## config.mk

```make
export PLATFORM = sky130hd
export DESIGN_NAME = list_fold_sum
export DESIGN_NICKNAME = d
export VERILOG_FILES = /design/src/rtl/h2v_list_pkg.sv /design/src/rtl/list_fold_acc.sv /design/src/rtl/list_fold_sum.sv
export SDC_FILE = /design/constraint.sdc
export NUM_CORES = 1
export LEC_CHECK = 0
export CAP_MARGIN = 0
export CORE_ASPECT_RATIO = 0.8
export CORE_MARGIN = 2
export CORE_UTILIZATION = 54
export DETAILED_ROUTE_END_ITERATION = 6
export PLACE_DENSITY = 0.85
export SLEW_MARGIN = 25
export SYNTH_ARGS = -nofsm -noshare
export SYNTH_HDL_FRONTEND = slang
export SYNTH_SLANG_ARGS = --single-unit
```

## constraint.sdc

```tcl
create_clock -name clock -period 6.35 [get_ports clock]
set_clock_uncertainty 0.15 [all_clocks]
set_input_delay 1.905 -clock clock [delete_from_list [all_inputs] [get_ports clock]]
set_output_delay 1.905 -clock clock [all_outputs]
set_load 0.05 [all_outputs]
```

## src/rtl/h2v_list_pkg.sv

```systemverilog
// Shared definitions for the list pipeline stages (enumerate, map, filter, fold).
package h2v_list_pkg;

  localparam int LIST_DATA_W = 8;
  localparam int LIST_ACC_W  = 16;
  localparam int LIST_CNT_W  = 9;

  typedef enum logic [1:0] {
    IDLE = 2'd0,
    RUN  = 2'd1,
    DONE = 2'd2
  } list_state_t;

endpackage

```

## src/rtl/list_fold_acc.sv

```systemverilog
// Registered fold accumulator: clear has priority over add.
// With LIST_FOLD_SAT_EN defined the add clamps at all-ones and flags a sticky ovf.
module list_fold_acc #(
  parameter int DATA_W = 8,
  parameter int ACC_W  = 16
) (
  input  logic              clock,
  input  logic              reset,
  input  logic              clear,
  input  logic              add_en,
  input  logic [DATA_W-1:0] value,
  output logic [ACC_W-1:0]  acc,
  output logic              ovf
);

`ifdef LIST_FOLD_SAT_EN
  // One spare bit catches the carry that signals a clamp.
  logic [ACC_W:0] sum;
  assign sum = {1'b0, acc} + (ACC_W+1)'(value);

  always_ff @(posedge clock) begin
    if (reset || clear) begin
      acc <= '0;
      ovf <= 1'b0;
    end else if (add_en) begin
      if (sum[ACC_W]) begin
        acc <= '1;
        ovf <= 1'b1;
      end else begin
        acc <= sum[ACC_W-1:0];
      end
    end
  end
`else
  logic [ACC_W-1:0] sum;
  assign sum = acc + ACC_W'(value);
  assign ovf = 1'b0;

  always_ff @(posedge clock) begin
    if (reset || clear)
      acc <= '0;
    else if (add_en)
      acc <= sum;
  end
`endif

endmodule

```

## src/rtl/list_fold_sum.sv

```systemverilog
// Folds a bounded list from the enumerator into a sum and element count.
// Optional saturating add selected by LIST_FOLD_SAT_EN.
module list_fold_sum
  import h2v_list_pkg::*;
#(
  parameter int DATA_W = LIST_DATA_W,
  parameter int ACC_W  = LIST_ACC_W,
  parameter int CNT_W  = LIST_CNT_W
) (
  input  logic              clock,
  input  logic              reset,
  input  logic              ready,
  output logic              done,
  output logic [ACC_W-1:0]  result,
  output logic [CNT_W-1:0]  count,
  output logic              ovf,
  output logic              up_ready,
  output logic              up_req,
  input  logic              up_ack,
  input  logic              up_eol,
  input  logic [DATA_W-1:0] up_value
);

  list_state_t      state, state_nxt;
  logic             up_ready_nxt, up_req_nxt, done_nxt;
  logic [CNT_W-1:0] count_nxt;
  logic             clr, add_en;

  always_ff @(posedge clock) begin
    if (reset) begin
      state    <= IDLE;
      up_ready <= 1'b0;
      up_req   <= 1'b0;
      done     <= 1'b0;
      count    <= '0;
    end else begin
      state    <= state_nxt;
      up_ready <= up_ready_nxt;
      up_req   <= up_req_nxt;
      done     <= done_nxt;
      count    <= count_nxt;
    end
  end

  always_comb begin
    state_nxt    = state;
    up_ready_nxt = up_ready;
    up_req_nxt   = up_req;
    done_nxt     = done;
    count_nxt    = count;
    clr          = 1'b0;
    add_en       = 1'b0;
    case (state)
      IDLE: begin
        clr          = 1'b1;
        count_nxt    = '0;
        up_ready_nxt = 1'b0;
        up_req_nxt   = 1'b0;
        done_nxt     = 1'b0;
        if (ready) begin
          state_nxt    = RUN;
          up_ready_nxt = 1'b1;
          up_req_nxt   = 1'b1;
        end
      end
      RUN: begin
        if (!ready) begin
          state_nxt    = IDLE;
          clr          = 1'b1;
          count_nxt    = '0;
          up_ready_nxt = 1'b0;
          up_req_nxt   = 1'b0;
          done_nxt     = 1'b0;
        end else if (up_ack) begin
          add_en    = 1'b1;
          count_nxt = count + CNT_W'(1);
          // The eol element is folded in the same cycle it ends the list.
          if (up_eol) begin
            state_nxt  = DONE;
            up_req_nxt = 1'b0;
            done_nxt   = 1'b1;
          end
        end
      end
      DONE: begin
        // up_ready stays high so the enumerator holds; its trailing ack is ignored.
        if (!ready) begin
          state_nxt    = IDLE;
          clr          = 1'b1;
          count_nxt    = '0;
          up_ready_nxt = 1'b0;
          up_req_nxt   = 1'b0;
          done_nxt     = 1'b0;
        end
      end
      default: state_nxt = IDLE;
    endcase
  end

  list_fold_acc #(
    .DATA_W (DATA_W),
    .ACC_W  (ACC_W)
  ) u_acc (
    .clock  (clock),
    .reset  (reset),
    .clear  (clr),
    .add_en (add_en),
    .value  (up_value),
    .acc    (result),
    .ovf    (ovf)
  );

endmodule

```

# After elaboration in Yosys (flattened, before gate mapping)
# Index checks and enable logic that the tools add are counted.
totals:
  inputBits: 13
  out_inout_bits: 29
  regBits: 30
  wordCells: 50
op_classes:
  muxes: 26
  reduce_logical: 9
  n_addsub: 2
  n_eq_ne: 7
op_table:
  columns: ["cell", "n"]
  rows:
  - ["9-bit two-way mux", 3]
  - ["9-bit case mux with 3 select lines", 1]
  - ["16-bit by 8-bit adder with 16-bit output", 1]
  - ["1-bit two-way mux", 12]
  - ["2-bit two-way mux", 5]
  - ["9-bit by 1-bit adder with 9-bit output, second input constant", 1]
  - ["4-bit AND reduction", 2]
  - ["2-bit inequality test, second input constant", 3]
  - ["3-bit inequality test, second input constant", 2]
  - ["1-bit case mux with 3 select lines", 2]
  - ["2-bit case mux with 3 select lines", 1]
  - ["1-bit case mux with 2 select lines", 2]
  - ["3-bit AND reduction", 1]
  - ["3-bit nonzero test", 1]
  - ["2-bit by 1-bit == test with 1-bit output, second input constant", 1]
  - ["2-bit == test, second input constant", 1]
  - ["2-bit zero test", 1]
  - ["2-bit AND reduction", 1]
  - ["2-bit nonzero test", 1]
  - ["2-bit OR reduction", 1]
  - ["1-bit logical OR", 1]

# Longest topological paths before layout
# Gate-level depths: netlist of the first run.
logic_depth:
  ltp_word: 4
  depth_mapped: 8

# Cells and area by module
# From an unflattened synthesis of the first run, not the netlist that was laid out.
unflattened:
  hier_cells: 206
  hier_area_um2: 1795.5
modules_own_cells:
  columns: ["mod", "cells_per_inst", "area_each_um2", "seq_area_each_um2", "instances"]
  rows:
  - ["list_fold_acc", 120, 1059.8, 320.3, 1]
  - ["list_fold_sum", 86, 735.7, 280.3, 1]

# Worst setup path before layout of the first run
# Ideal clock, no wire load.
synth_path:
  path_kind: "in2reg"
  startpoint: "input port up_value[0]"
  endpoint: "register u_acc.acc[12]"
  path_stages: 7
  path_slack_ps: 2604
  arrival_time_ps: 3526
  setup_ps: 70
  n_path_buf: 0
  path_cell_list: "ha_1 > fa_1 > a211oi_1 > o21ai_1 > a31oi_1 > o21ai_0 > a21oi_1"
synth_between:
  elab_chain_cells: 1
synth_rtl:
  columns: ["element", "line", "source"]
  rows:
  - ["start, declared", "list_fold_sum.sv:21", "input logic [DATA_W-1:0] up_value"]
  - ["16-bit by 8-bit adder with 16-bit output", "list_fold_acc.sv:36", "assign sum = acc + ACC_W'(value);"]
  - ["end signal, assigned", "list_fold_acc.sv:43", "acc <= sum;"]
  - ["end, declared", "list_fold_acc.sv:12", "output logic [ACC_W-1:0] acc,"]
# No other way between the ends.
# A chain may end at the register's enable or synchronous reset.

# Final worst setup path of the first run
# Same ends and word-level chain as after synthesis.

==> metrics.cfg, run 1 <==
[clock_network]
path_clk_slew_ps = 70
tritoncts = built
cts_sinks = 30
clock_latency_ps = 290
htreeDepth = 2
cts_root_buffer = clkbuf_8
post-cts-setup-buffers = 0
cts_max_path_buffers = 2
ctsHoldBuffers = 0
cts_resized = 0
cts_buffers = 5

[power]
switching_share_pct = 28.1
p_int_mw = 0.302
power_frac_comb_pct = 14.8
powerDensity_nw_per_um2 = 176
leakagePower_nw = 0.842
ir_drop_mv = 0.174
clock_power_share_pct = 39.2
switching_power_mw = 0.118
finalPower_mw = 0.420
pwr-share-seq_pct = 46.1

[logic_synthesis]
synth_area_per_cell_um2 = 8.34
synthesis.area_um2 = 1870
synth_common_cells = 30 x dfxtp_1, 21 x nand2_1, 20 x a21oi_1
synth_edf_count = 0
netlist_instances = 224
ys_ff_latch = 30
synth_cell_types = 53
syn-num-nets = 251
seq_area_frac_synth_pct = 32.2
synthMostInstantiatedCell = dfxtp_1
synthArstFlopShare_pct = 0
synth_area_leaders = dfxtp_1 32%, ha_1 8.7%, a21oi_1 5.4%, nand2_1 4.2%, nor2_1 3.6%
synth_top_area_share_pct = 32.2
yosysTopAreaCell = dfxtp_1
yosysWarnings = 0
synth_ff_type = dfxtp_1

[hold_path]
min-delay-start = u_acc.acc[5]
hp-class = reg -> reg
hold_end = u_acc.acc[5]
hold_depth = 2

[critical_path]
r2r_setup_slack_ps = 3880
worstPathMaxFanout = 8
reg2reg_depth = 7
cp_top_family = compound AO/OA/AOI/OAI gates
cp.required_ps = 6410
cp_slowest_cell = a31oi_1
max_stage_delay_ps = 460
path_buf_inv = 1
crit_chain = clkdlybuf4s50_1, ha_1, fa_1, a211oi_1, o21ai_1, a31oi_1, o21ai_0, a21oi_1
worstSetupPathType = in -> reg
cp-end-kind = register
r2r-end = u_acc.acc[9]
worstPathArrival_ps = 4190
start_kind = input port
r2r_start = state[0]

[sta]
fin_tns_setup_ps = 0
slew_viol_final = 0
fin_crit_sh_pct = 65.0
grt_setup_unrepaired = false
fmax_mhz = 242
worst_hold_slack_ps = 324
finalCriticalPeriod_ps = 4130
fin_ws_ps = 2220
setup_viol = 0
finalHoldViolCount = 0
slew_headroom_pct = 52.3
tightest_slew_ps = 715

[floorplanning]
fp.coreArea_um2 = 3380
pin_count = 42
fp-row-count = 19
die_w_um = 69.8
fp.dieH_um = 56.6
die_area_um2 = 3950
start_util_pct = 55.3

[final_layout]
nets = 289
n_antenna_cell = 0
utilization_pct = 70.5
design_area_um2 = 2380
syn_to_final_growth_pct = 27.5
instances_no_fill = 305
drive_gt1_share_pct = 6.46

[route]
drt_iter0_drc = 140
drcViolationCount = 0
route.vias.total = 1784
dr.pass1.iters = 4
vias_per_cell = 5.85
final_antenna_net_count = 0
wirelength_um = 4180
wire_per_inst_um = 13.7

[placed_design]
dp.cells = 297
io_buffers = 40
placed_area_um2 = 2280
gp_congestion = 0.828
post-place-ws_ps = 1820
dpl.hpwl_um = 2980

[run_status]
status = finished clean

[grt]
grt_pass1_wl_um = 6730
antenna_found_initial = 0
grt_max_degree = 21
grt_pass1_vias = 1502
gr-usage-all-layers_pct = 21.3
grt-ovfl-total = 0

[run]
maxCapViolCount = 0

## flip-flops by register name, summed over array words and instances, names as in the netlist
register and cells:
done 1, up_req 1, up_ready 1, u_acc.acc 16, state 2, count 9
## cell families (layout without fill, tap and decap cells)
family,after synthesis,after routing,synth area share [%]
XOR/XNOR,10,10,4.69
adder cells (fa/ha/maj),14,14,9.78
other,1,1,0.201
buffers and inverters,16,55,3.55
multiplexers,3,3,1.61
AND/OR/NAND/NOR,94,94,28.1
AO/OA/AOI/OAI,56,56,19.9
flip-flops,30,30,32.2
## metal layers
layer | vias up | track usage [%] | part of all wire [%]
met5 | - | 0 | 0
met1 | 823 | 28.1 | 48
met3 | 8 | 5.75 | 5.7
met4 | 0 | 8.24 | 1.6
li1 | 897 | - | -
met2 | 56 | 33.3 | 45
## cell usage in the layout, fill, tap and decap left out, drive strengths merged, types with 4 or more instances in the layout
cell type,instances
a211oi,6
clkbuf,6
a21oi,20
clkdlybuf4s50,40
inv,7
nand4,5
xor2,6
nor3,6
ha,13
dfxtp,30
nor2b,4
xnor2,4
or3,5
o21ai,13
nand2,21
nor2,19
nand3,9
## cell type report
class	instances	area (um^2)
Clock buffer	6	82.6
Clock inverter	2	12.5
Fill cell	267	995
Inverter	7	26.3
Multi-Input combinational cell	178	1210
Sequential cell	30	601
Tap cell	42	52.6
Timing Repair Buffer	40	400
## worst reg2reg max path, delay by kind of cell, from the launching register on
kind,cells,cell delay (ps)
buf+inv,1,90
simple gates,4,1120
flops,1,390
fa+ha+maj,1,350
compound gates,1,270
## power by group through the flow
stage	Sequential [mW]	Clock, mW	Combinational (mW)
after global routing	0.194	0.175	0.0668
after CTS	0.193	0.168	0.0611
final	0.193	0.164	0.0621
after floorplan	0.205	0	0.0344
after global placement	0.198	0	0.0594
after detailed placement	0.198	0	0.0606
## worst max-delay path by stage
stage                     start            end  slack, ps  cells past startpoint
floorplan           up_value[0]  u_acc.acc[12]       2600                      7
global placement          ready  u_acc.acc[11]       1930                      6
detailed placement        ready  u_acc.acc[11]       1820                      6
CTS                       ready  u_acc.acc[11]       2090                      6
global route        up_value[0]  u_acc.acc[14]       1890                      8
finish              up_value[0]  u_acc.acc[12]       2220                      8
(Power assumes the default switching activity.)
==> inputs of run 2 (changes only) <==
--- a/config.mk
+++ b/config.mk
@@ -8,9 +8,9 @@
 export CAP_MARGIN = 0
 export CORE_ASPECT_RATIO = 0.8
 export CORE_MARGIN = 2
-export CORE_UTILIZATION = 54
+export CORE_UTILIZATION = 45
 export DETAILED_ROUTE_END_ITERATION = 6
-export PLACE_DENSITY = 0.85
+export PLACE_DENSITY = 0.75
 export SLEW_MARGIN = 25
 export SYNTH_ARGS = -nofsm -noshare
 export SYNTH_HDL_FRONTEND = slang
==> constraint.sdc (replaced) <==
create_clock -name clock -period 3.36 [get_ports clock]
set_clock_uncertainty 0.15 [all_clocks]
set_input_delay 1.008 -clock clock [delete_from_list [all_inputs] [get_ports clock]]
set_output_delay 1.008 -clock clock [all_outputs]
set_load 0.05 [all_outputs]
==> metrics.cfg, run 2 (synthesis results as in run 1) <==
[run_status]
status = finished clean

[final_layout]
drive_gt1_share_pct = 8.86  ; +2.4 points
largest_reg_flops = 16  ; unchanged
largestRegisters = u_acc.acc: 16 flops, count: 9 flops, state: 2 flops
fillers = 346  ; +30%
n_antenna_cell = 0  ; unchanged
final_common_cell = clkdlybuf4s50_1
nets = 297  ; +2.8%
final_cell_mix = 40 x clkdlybuf4s50_1, 30 x dfxtp_1, 21 x nand2_1
syn_to_final_growth_pct = 33.8
regMostFlops = u_acc.acc

[placed_design]
io_buffers = 40  ; unchanged
dpl.hpwl_um = 3080  ; +3.4%
gp_congestion = 0.827  ; -0.13%

[route]
final_antenna_net_count = 0  ; unchanged
drt_iter0_drc = 90  ; -36%
dr.pass1.iters = 4  ; unchanged
route.vias.total = 1774  ; -0.56%
wirelength_um = 4310  ; +3.0%
vias_per_cell = 5.44  ; -7.0%
drcViolationCount = 0  ; unchanged
wire_per_inst_um = 13.2  ; -3.6%

[hold_path]
hp-class = reg -> reg

[clock_network]
post-cts-setup-buffers = 0  ; unchanged
htreeDepth = 2  ; unchanged
cts_buffers = 5  ; unchanged
ctsHoldBuffers = 0  ; unchanged
path_clk_slew_ps = 70  ; about the same
cts_root_buffer = clkbuf_8
tritoncts = built
cts_resized = 0  ; unchanged
clock_latency_ps = 280  ; about the same
cts_sinks = 30  ; unchanged
cts_max_path_buffers = 2  ; unchanged

[critical_path]
worstSetupPathType = in -> reg
worstPathMaxFanout = 3  ; -5
cp-end-kind = register
start_kind = input port
worstPathArrival_ps = 3070  ; -1120 ps
cp.required_ps = 3390  ; -3020 ps

[grt]
grt_max_degree = 14  ; -33%
met2_usage_pct = 30.1  ; -3.2 points
met1_usage_pct = 28.0  ; -0.13 points
antenna_found_initial = 0  ; unchanged
grt-ovfl-total = 0  ; unchanged
met3_usage_pct = 6.01  ; +0.27 points
grt_busiest_layer = met2
grt_pass1_vias = 1599  ; +6.5%
gr-usage-all-layers_pct = 19.9  ; -1.4 points
grt_pass1_wl_um = 7410  ; +10%

[sta]
slew_viol_final = 0  ; unchanged
finalCriticalPeriod_ps = 3040
fin_crit_sh_pct = 90.4
finalHoldViolCount = 0  ; unchanged
fin_tns_setup_ps = 0  ; unchanged
slew_headroom_pct = 55.7  ; +3.4 points
worst_hold_slack_ps = 300  ; -24.7 ps
setup_viol = 0  ; unchanged
tightest_slew_ps = 663  ; -52.0 ps
grt_setup_unrepaired = false
fmax_mhz = 329

[power]
leakagePower_nw = 0.902  ; +7.1%
finalPower_mw = 0.949  ; +130%
ir_drop_mv = 0.272  ; +57%
powerDensity_nw_per_um2 = 380  ; +120%

[floorplanning]
fp.coreArea_um2 = 3880  ; +15%
fp.dieH_um = 61.6  ; +8.9%
pin_count = 42  ; unchanged
fp-row-count = 20  ; +1
die_area_um2 = 4690  ; +19%
die_w_um = 76.0  ; +9.0%
start_util_pct = 48.2  ; -7.2 points

[run]
maxCapViolCount = 0  ; unchanged

[run 2: cell types whose count changed in the layout (fill, tap and decap cells not counted)]
cell        previous run  this run
buf_4                  0         8
bufinv_16              0         2
clkinv_2               1         0
clkinvlp_4             1         0
nor3_1                 5         6
nor3_2                 1         0
[run 2: worst paths after layout]
kind                 from  depth (start not counted)      endpoint  slack (ps)
max           up_value[0]                          8  u_acc.acc[6]         320
min                  done                          2          done         300
max reg2reg  u_acc.acc[0]                          7  u_acc.acc[6]        1110
min reg2reg          done                          2          done         300
[run 2: final cells by class]
class / count / area, um^2 / area share [%]
Multi-Input combinational cell: 178 / 1200 / 48.0
Sequential cell: 30 / 601 / 24.0
Timing Repair Buffer: 48 / 460 / 18.4
Clock buffer: 6 / 82.6 / 3.30
Tap cell: 55 / 68.8 / 2.75
Clock inverter: 2 / 60.1 / 2.40
Inverter: 7 / 26.3 / 1.05
[run 2: report_power, final]
part           internal, mW  leakage, nW  switching, mW
Combinational        0.0509        0.588         0.0718
Clock                 0.316       0.0714          0.145
Sequential            0.361        0.242        0.00410
Total                 0.728        0.902          0.221
[run 2: worst max-delay path, stage by stage]
cell             delay [ps]
clkdlybuf4s50_1         410
ha_1                    230
fa_1                    430
a211oi_1                330
nor2_1                  110
o31ai_1                 270
mux2i_1                 220
nand2_1                  60
[run 2: routing by layer]
layer,wire length [um],vias up,part of all wire [%]
li1,-,915,-
met3,186,5,4.3
met4,46,0,1.1
met5,0,-,0
met2,1790,35,42
met1,2280,819,53
[run 2: stage by stage]
stage | util, % | worst slack, ps | cells | cell area, um^2
CTS | 64.5 | 334 | 326 | 2500
global placement | 60.8 | 88.4 | 318 | 2360
global route | 64.5 | 133 | 326 | 2500
detailed placement | 60.8 | 41.5 | 318 | 2360
finish | 64.5 | 323 | 326 | 2500
floorplan | - | 511 | 224 | 1870
==> inputs of run 3 (changes only) <==
--- a/config.mk
+++ b/config.mk
@@ -8,9 +8,9 @@
 export CAP_MARGIN = 0
 export CORE_ASPECT_RATIO = 0.8
 export CORE_MARGIN = 2
-export CORE_UTILIZATION = 45
+export CORE_UTILIZATION = 35
 export DETAILED_ROUTE_END_ITERATION = 6
-export PLACE_DENSITY = 0.75
+export SKIP_CTS_REPAIR_TIMING = 1
 export SLEW_MARGIN = 25
 export SYNTH_ARGS = -nofsm -noshare
 export SYNTH_HDL_FRONTEND = slang
==> metrics.cfg, run 3 (synthesis results as in run 1) <==
[run_status]
status = finished clean

[floorplanning]
pin_count = 42  ; unchanged
start_util_pct = 36.9  ; -11 points
fp-row-count = 23  ; +15%
die_w_um = 85.7  ; +13%
fp.dieH_um = 69.3  ; +13%
die_area_um2 = 5940  ; +27%
fp.coreArea_um2 = 5060  ; +31%

[clock_network]
path_clk_slew_ps = 60  ; about the same
cts_max_path_buffers = 2  ; unchanged
cts_root_buffer = clkbuf_8
cts_sinks = 30  ; unchanged
htreeDepth = 2  ; unchanged
tritoncts = built
cts_buffers = 5  ; unchanged
clock_latency_ps = 280  ; about the same

[critical_path]
r2r_setup_slack_ps = 1110  ; about the same
cp-end-kind = register
reg2reg_depth = 7  ; unchanged
cp.required_ps = 3350  ; -40 ps
start_kind = input port
r2r-end = u_acc.acc[13]
worstPathArrival_ps = 3000  ; -70 ps
max_stage_delay_ps = 400  ; -30 ps
worstSetupPathType = in -> reg
worstPathMaxFanout = 8  ; +5
cp_top_family = compound AO/OA/AOI/OAI gates
path_buf_inv = 2  ; +1
cp_slowest_cell = clkdlybuf4s50_1
crit_chain = clkdlybuf4s50_1, ha_1, fa_1, a211oi_1, o21ai_1, a31oi_1, buf_4, or3_1, a21oi_1
r2r_start = state[0]

[power]
powerDensity_nw_per_um2 = 312  ; -18%
leakagePower_nw = 0.874  ; -3.1%
clock_power_share_pct = 36.2  ; -12 points
power_frac_comb_pct = 16.1  ; +3.2 points
switching_share_pct = 27.5  ; +4.2 points
p_int_mw = 0.555  ; -24%
ir_drop_mv = 0.193  ; -29%
switching_power_mw = 0.210  ; -4.7%
pwr-share-seq_pct = 47.8  ; +9.3 points

[placed_design]
io_buffers = 40  ; unchanged
post-place-ws_ps = 49.3  ; +7.84 ps
gp_congestion = 0.778  ; -6.0%
dpl.hpwl_um = 3250  ; +5.3%

[grt]
grt-ovfl-total = 0  ; unchanged
antenna_found_initial = 0  ; unchanged
grt_max_degree = 16  ; +2
gr-usage-all-layers_pct = 15.3  ; -4.6 points
grt_pass1_vias = 1630  ; +1.9%
grt_pass1_wl_um = 7450  ; +0.57%

[sta]
finalCriticalPeriod_ps = 3010  ; -25.8 ps
setup_viol = 0  ; unchanged
fin_ws_ps = 349  ; +25.8 ps
fmax_mhz = 332  ; +0.86%
slew_viol_final = 0  ; unchanged
tightest_slew_ps = 500  ; -163 ps
finalHoldViolCount = 0  ; unchanged
fin_crit_sh_pct = 89.6  ; -0.77 points
slew_headroom_pct = 66.6  ; +11 points
grt_setup_unrepaired = false
fin_tns_setup_ps = 0  ; unchanged
worst_hold_slack_ps = 307  ; +7.51 ps

[run]
maxCapViolCount = 0  ; unchanged

[route]
drt_iter0_drc = 93  ; +3.3%
dr.max_layer_used = met4
dr.pass1.iters = 4  ; unchanged
drcViolationCount = 0  ; unchanged
met1Wirelength_um = 2310  ; +1.3%
wire_per_inst_um = 13.0  ; -1.6%
dr_wl_met2_um = 1790  ; about the same
final_antenna_net_count = 0  ; unchanged
wirelength_um = 4330  ; +0.53%
dr_wl_met3_um = 187  ; +0.54%
route.vias.total = 1738  ; -2.0%
vias_per_cell = 5.22  ; -4.1%

[final_layout]
largest_reg_flops = 16  ; unchanged
multi_input_area_um2 = 1200  ; unchanged
register_area_um2 = 601  ; unchanged
final_common_cell = clkdlybuf4s50_1
n_antenna_cell = 0  ; unchanged
utilization_pct = 48.4  ; -16 points
largestRegisters = u_acc.acc: 16 flops, count: 9 flops, state: 2 flops
drive_gt1_share_pct = 8.12  ; -0.74 points
fillers = 496  ; +43%
final_cell_mix = 40 x clkdlybuf4s50_1, 30 x dfxtp_1, 21 x nand2_1
nets = 298  ; +0.34%
regMostFlops = u_acc.acc
syn_to_final_growth_pct = 31.1

[hold_path]
min-delay-start = done
hold_end = done
hold_depth = 2  ; unchanged
hp-class = reg -> reg

run 3: cell types whose count changed in the layout (fill, tap and decap cells not counted):
cell       change
clkbuf_8       -1
bufinv_16      -2
buf_4          +1
clkbuf_1       +2
run 3: layout make-up:
class | count | area share [%]
clock buffer | 7 | 3.12
tap | 62 | 3.17
sequential | 30 | 24.5
timing repair buffer | 49 | 19.1
multi-input combinational | 178 | 49.0
inverter | 7 | 1.07
run 3: worst max-delay path by stage:
stage                          endpoint   startpoint  cells past startpoint  slack, ps
after floorplan           u_acc.acc[12]  up_value[0]                      7        510
after global placement    u_acc.acc[14]  up_value[0]                      9        120
after detailed placement  u_acc.acc[10]  up_value[0]                      9         50
after CTS                 u_acc.acc[10]  up_value[0]                      9        350
after global routing      u_acc.acc[14]  up_value[0]                      9        160
final                     u_acc.acc[10]  up_value[0]                      9        350
run 3: routing by layer:
layer  vias to the layer above  global-route usage (%)
met3                         4                    4.05
met2                        25                    22.0
li1                        912                       -
met4                         0                    4.76
met5                         -                       0
met1                       797                    22.3
run 3: per-stage QoR:
| stage | area, um^2 | instances | power [mW] |
|---|---|---|---|
| 2_1_floorplan | 1870 | 224 | 0.452 |
| 3_3_place_gp | 2370 | 326 | 0.496 |
| 3_5_place_dp | 2370 | 326 | 0.496 |
| 4_1_cts | 2450 | 333 | 0.776 |
| 5_1_grt | 2450 | 333 | 0.802 |
| 6_report | 2450 | 333 | 0.765 |
run 3: worst reg2reg max path: stages (launching register included):
cell     delay [ps]
dfxtp_1         370
inv_1            80
ha_1            350
nor3b_1         170
or3_1           590
nor4b_1         340
a21oi_1          80
nand3_1          80
run 3: power groups by stage:
stage	registers [mW]	logic [mW]	clock network [mW]
2_1_floorplan	0.387	0.0650	0
4_1_cts	0.365	0.124	0.287
3_3_place_gp	0.373	0.123	0
6_report	0.365	0.123	0.277
3_5_place_dp	0.373	0.123	0
5_1_grt	0.366	0.135	0.301
